<file path="src/rtl/pipe_ctrl_pkg.sv">
// Shared types and constants for the pipeline hazard controller.
// FSM state encoding, default register-address width and wait-counter width.
package pipe_ctrl_pkg;

    typedef enum logic [1:0] {
        StRun    = 2'b00,
        StMcWait = 2'b01,
        StMcErr  = 2'b10
    } state_e;

    localparam int unsigned REG_AW_DEFAULT = 5;

    // Wide enough for the largest legal MC_TIMEOUT (255).
    localparam int unsigned WAIT_W = 8;

endpackage

</file>
<file path="src/rtl/sat_counter.sv">
// Saturating up-counter with synchronous clear; holds at all-ones instead of wrapping.
module sat_counter #(
    parameter int unsigned CNT_W = 32
) (
    input  logic             clk,
    input  logic             rst,
    input  logic             inc,
    input  logic             clr,
    output logic [CNT_W-1:0] count
);

    logic [CNT_W-1:0] count_q;
    logic [CNT_W-1:0] count_d;

    always_comb begin
        count_d = count_q;
        if (clr) begin
            count_d = '0;
        end else if (inc && (count_q != {CNT_W{1'b1}})) begin
            count_d = count_q + 1'b1;
        end
    end

    always_ff @(posedge clk or posedge rst) begin
        if (rst) begin
            count_q <= '0;
        end else begin
            count_q <= count_d;
        end
    end

    assign count = count_q;

endmodule

</file>
<file path="src/rtl/pipe_hazard_ctrl.sv">
// Pipeline stage-register enable/clear controller: branch flush, load-use bubble and
// multi-cycle EX sequencing. Define PIPE_STALL_STATS_EN to build the stall/flush counters.
module pipe_hazard_ctrl
    import pipe_ctrl_pkg::*;
#(
    parameter int unsigned REG_AW     = REG_AW_DEFAULT,
    parameter int unsigned MC_TIMEOUT = 64,
    parameter int unsigned CNT_W      = 32
) (
    input  logic              clk,
    input  logic              rst,
    input  logic [REG_AW-1:0] id_rs1,
    input  logic [REG_AW-1:0] id_rs2,
    input  logic [REG_AW-1:0] ex_rd,
    input  logic              ex_memread,
    input  logic              ex_br_taken,
    input  logic              mc_start,
    input  logic              mc_done,
    output logic              pc_en,
    output logic              ifid_en,
    output logic              idex_en,
    output logic              exmem_en,
    output logic              memwb_en,
    output logic              ifid_clr,
    output logic              idex_clr,
    output logic              exmem_clr,
    output logic              stall,
    output logic              mc_err,
    output logic [CNT_W-1:0]  stall_cnt,
    output logic [CNT_W-1:0]  flush_cnt
);

    localparam logic [WAIT_W-1:0] TimeoutVal = WAIT_W'(MC_TIMEOUT);

    state_e            state_q;
    state_e            state_d;
    logic [WAIT_W-1:0] wait_q;
    logic [WAIT_W-1:0] wait_d;
    logic              load_use;
    logic              flush;

    // x0 is hardwired zero, so a load targeting it never creates a dependency.
    assign load_use = ex_memread && (ex_rd != '0) && ((ex_rd == id_rs1) || (ex_rd == id_rs2));

    always_comb begin
        pc_en     = 1'b1;
        ifid_en   = 1'b1;
        idex_en   = 1'b1;
        exmem_en  = 1'b1;
        memwb_en  = 1'b1;
        ifid_clr  = 1'b0;
        idex_clr  = 1'b0;
        exmem_clr = 1'b0;
        stall     = 1'b0;
        flush     = 1'b0;
        state_d   = state_q;
        wait_d    = wait_q;

        if (rst) begin
            pc_en     = 1'b0;
            ifid_en   = 1'b0;
            idex_en   = 1'b0;
            exmem_en  = 1'b0;
            memwb_en  = 1'b0;
            ifid_clr  = 1'b1;
            idex_clr  = 1'b1;
            exmem_clr = 1'b1;
        end else begin
            case (state_q)
                StRun: begin
                    if (ex_br_taken) begin
                        ifid_clr = 1'b1;
                        idex_clr = 1'b1;
                        flush    = 1'b1;
                    end else if (mc_start && !mc_done) begin
                        pc_en     = 1'b0;
                        ifid_en   = 1'b0;
                        idex_en   = 1'b0;
                        exmem_clr = 1'b1;
                        stall     = 1'b1;
                        state_d   = StMcWait;
                        wait_d    = WAIT_W'(1);
                    end else if (load_use) begin
                        pc_en    = 1'b0;
                        ifid_en  = 1'b0;
                        idex_clr = 1'b1;
                        stall    = 1'b1;
                    end
                end
                StMcWait: begin
                    if (mc_done) begin
                        state_d = StRun;
                        wait_d  = '0;
                    end else begin
                        // EX is frozen here, so branch and load-use inputs are stale.
                        pc_en     = 1'b0;
                        ifid_en   = 1'b0;
                        idex_en   = 1'b0;
                        exmem_clr = 1'b1;
                        stall     = 1'b1;
                        wait_d    = wait_q + 1'b1;
                        if (wait_q == TimeoutVal) begin
                            state_d = StMcErr;
                        end
                    end
                end
                StMcErr: begin
                    pc_en    = 1'b0;
                    ifid_en  = 1'b0;
                    idex_en  = 1'b0;
                    exmem_en = 1'b0;
                    memwb_en = 1'b0;
                    stall    = 1'b1;
                end
                default: begin
                    state_d = StRun;
                    wait_d  = '0;
                end
            endcase
        end
    end

    always_ff @(posedge clk or posedge rst) begin
        if (rst) begin
            state_q <= StRun;
            wait_q  <= '0;
        end else begin
            state_q <= state_d;
            wait_q  <= wait_d;
        end
    end

    assign mc_err = (state_q == StMcErr);

`ifdef PIPE_STALL_STATS_EN
    sat_counter #(
        .CNT_W (CNT_W)
    ) u_stall_cnt (
        .clk   (clk),
        .rst   (rst),
        .inc   (stall),
        .clr   (1'b0),
        .count (stall_cnt)
    );

    sat_counter #(
        .CNT_W (CNT_W)
    ) u_flush_cnt (
        .clk   (clk),
        .rst   (rst),
        .inc   (flush),
        .clr   (1'b0),
        .count (flush_cnt)
    );
`else
    assign stall_cnt = '0;
    assign flush_cnt = '0;
`endif

endmodule

</file>
<file path="config.mk">
export PLATFORM = sky130hd
export DESIGN_NAME = pipe_hazard_ctrl
export DESIGN_NICKNAME = d
export VERILOG_FILES = /design/src/rtl/pipe_ctrl_pkg.sv /design/src/rtl/sat_counter.sv /design/src/rtl/pipe_hazard_ctrl.sv
export SDC_FILE = /design/constraint.sdc
export NUM_CORES = 1
export LEC_CHECK = 0
export BUFFER_PORTS_ARGS = -buffer_cell sky130_fd_sc_hd__buf_2
export CAP_MARGIN = 0
export CORE_MARGIN = 10
export CORE_UTILIZATION = 41
export DETAILED_ROUTE_END_ITERATION = 12
export PLACE_DENSITY = 0.82
export SLEW_MARGIN = 40
export SYNTH_ARGS = -nofsm -noshare
export SYNTH_HDL_FRONTEND = slang
export SYNTH_SLANG_ARGS = --single-unit
</file>
<file path="constraint.sdc">
create_clock -name clk -period 2.1 [get_ports clk]
set_input_delay 0.315 -clock clk [delete_from_list [all_inputs] [get_ports clk]]
set_output_delay 0.315 -clock clk [all_outputs]
set_load 0.02 [all_outputs]
</file>
==> run metrics <==
outcome finished clean; ys flop type dfrtp_1; PnR Total Power 0.9328 mW; CP Data Required Time 1.78 ns; Skew-Pair Late Insertion Delay 0.28 ns; wirelength, routed 2.969 mm; type of the worst setup path reg2out; Worst EP arrival 1.69 ns; # rows 20; Hold-fix buffers, CTS 0; Clk pin slew, worst setup/hold paths 0.06 ns; Synth Area per Inst 7.877 um^2; max frequency 498.0 MHz; Nets 223; post-synthesis sequential area ratio 0.1914; number of max-cap violations 0; VDD IR max 0.0002605 V; detailed-route via count 1027; port bufs 30; setup slack, reg-to-reg 0.28 ns; class of the worst hold path in2async; number of remaining DRC errors 0; CTS tree done; Final Hold Viols 0; Post-Place Worst Slack 0.2606 ns; Period Utilization, post-route 0.9561; setup TNS 0 ns; Post-Place Cell Area 1249 um^2; R2R cell count 5; post-synthesis cell type count 37; most common cell after layout, fill and taps aside conb_1; Critical Path Source Type register; CTS Sinks 10; async set-reset flop share out of synthesis 1.000; Clock Path Buffers 2; Starting Density 0.4283; Final ANT Viol Nets 0; total CTS buffers 3; Crit-path slowest cell dfrtp_1; worst reg2reg startpoint state_q[1]; Post-DP HPWL 2.556 mm; Fin Hold WS 0.02895 ns; reg2reg end wait_q[7]; Max Clock Skew 0.001919 ns; crit end category primary output; Pre-antenna DRT Iters 4; Crit. Startpoint state_q[0]; RSZ-0062 raised after global routing no; crit path max fanout 11; endpoints failing setup 0; First DRT Iteration DRCs 34; Vias/cell 4.244; CTS Root Cell clkbuf_4; Layout Cell Area excl Fill 1299 um^2; min Tclk post-route 2.008 ns; Antenna Cells 0; slowest stage delay, CP 0.49 ns; worst slew pin tran 0.5627 ns; first-pass GRT wire length 4.609 mm; die width 76.47 um; Yosys reg bits 10; share of layout cells above drive strength 1 0.2222; DIE HEIGHT 76.47 um; H-tree depth 1; initial antenna violation count 0; largest net degree at the start of global routing 14; drt wl/cell 12.27 um; P&R area growth vs syn -0.6695%; EDFF count, synth 0; vias in the first global route 1021; Max-slew headroom 0.6240; Max Transition Viols Final 0; full die area 5848 um^2; gpl congestion 0.8775; global route total overflow 0; Total GRT Usage 0.09215; Core Region 3053 um^2; most frequent cells in the layout conb_1, buf_2, xor2_1; mapped cell area 1308 um^2; Worst setup endpoint pc_en; yosys warns 0; Mapped Cells 166; num ports 95; critical path cell sequence nor2_1 > o21ai_0 > a31oi_1 > o31a_1 > buf_2; cell area power density 718.2 nW/um^2; final worst setup slack 0.09213 ns; LEAKAGE 0.6846 nW
[routing by layer]
metal	wire [um]	up-vias	track usage	share of wire
li1	-	500	-	-
met1	1036	467	0.08227	0.35
met2	1537	55	0.1650	0.52
met3	319	5	0.04009	0.11
met4	75	0	0.06134	0.025
met5	0	-	0	0
[cell families (layout without fill, tap and decap cells)]
group | Yosys count | after routing | synth area share
simple gates | 38 | 38 | 0.1608
buf+inv | 75 | 44 | 0.4115
xor+xnor | 10 | 10 | 0.06698
compound gates | 30 | 30 | 0.1474
other cells | 1 | 64 | 0.002868
flops | 10 | 10 | 0.1914
fa+ha+maj | 2 | 2 | 0.01914
[how the worst min path moves through the flow]
| stage | start | to | slack, ns | cells after the start |
|---|---|---|---|---|
| detailed placement | rst | wait_q[7] | 0.33 | 2 |
| global placement | rst | state_q[0] | 0.32 | 2 |
| CTS | rst | wait_q[7] | 0.03 | 2 |
| global route | rst | state_q[0] | 0.06 | 2 |
| floorplan | rst | state_q[0] | 0.19 | 1 |
| finish | rst | wait_q[7] | 0.03 | 2 |
[worst max-delay path, delay by kind of cell (launching register included)]
kind,cells,cell delay [ns]
flops,1,0.49
compound gates,3,0.59
buf+inv,1,0.17
simple gates,1,0.16
[report_power, final]
| group | internal, mW | total (mW) | switching (mW) |
|---|---|---|---|
| logic | 0.168 | 0.509 | 0.341 |
| clock network | 0.0665 | 0.135 | 0.0682 |
| registers | 0.225 | 0.289 | 0.0639 |
| total | 0.459 | 0.933 | 0.473 |
[sequential cells by signal, summed over array words and instances, names as in the netlist]
register	cells
wait_q	8
state_q	2
[final cells by class]
cell class	instances	area [um^2]
fillers	317	1754
multi-input cells	144	759.5
flip-flops and latches	10	251.5
repair buffers	35	187.7
well taps	44	55.05
clock buffers	3	22.52
inverters	6	22.52
[cell usage after synthesis, drive strengths merged (2+ instances only)]
library cell / n / area (um^2)
or4: 4 / 30.03
nand3: 3 / 15.01
o21ai: 12 / 63.81
nand2: 9 / 33.78
o31ai: 5 / 37.54
nor2: 9 / 33.78
a22o: 2 / 17.52
xor2: 10 / 87.58
ha: 2 / 25.02
buf: 68 / 511.7
dfrtp: 10 / 250.2
a21oi: 5 / 25.02
nor3: 2 / 10.01
inv: 6 / 22.52
[stage by stage]
stage	util	instances
after CTS	0.4164	239
after global placement	0.4090	236
after floorplan	-	229
final	0.4254	242
after detailed placement	0.4090	236
after global routing	0.4254	242
[timing repair]
action / CTS / global route
gates resized for setup: 0 / 3
setup endpoints to repair: 0 / 1
buffers inserted: 0 / 3
(Power assumes the default switching activity.)
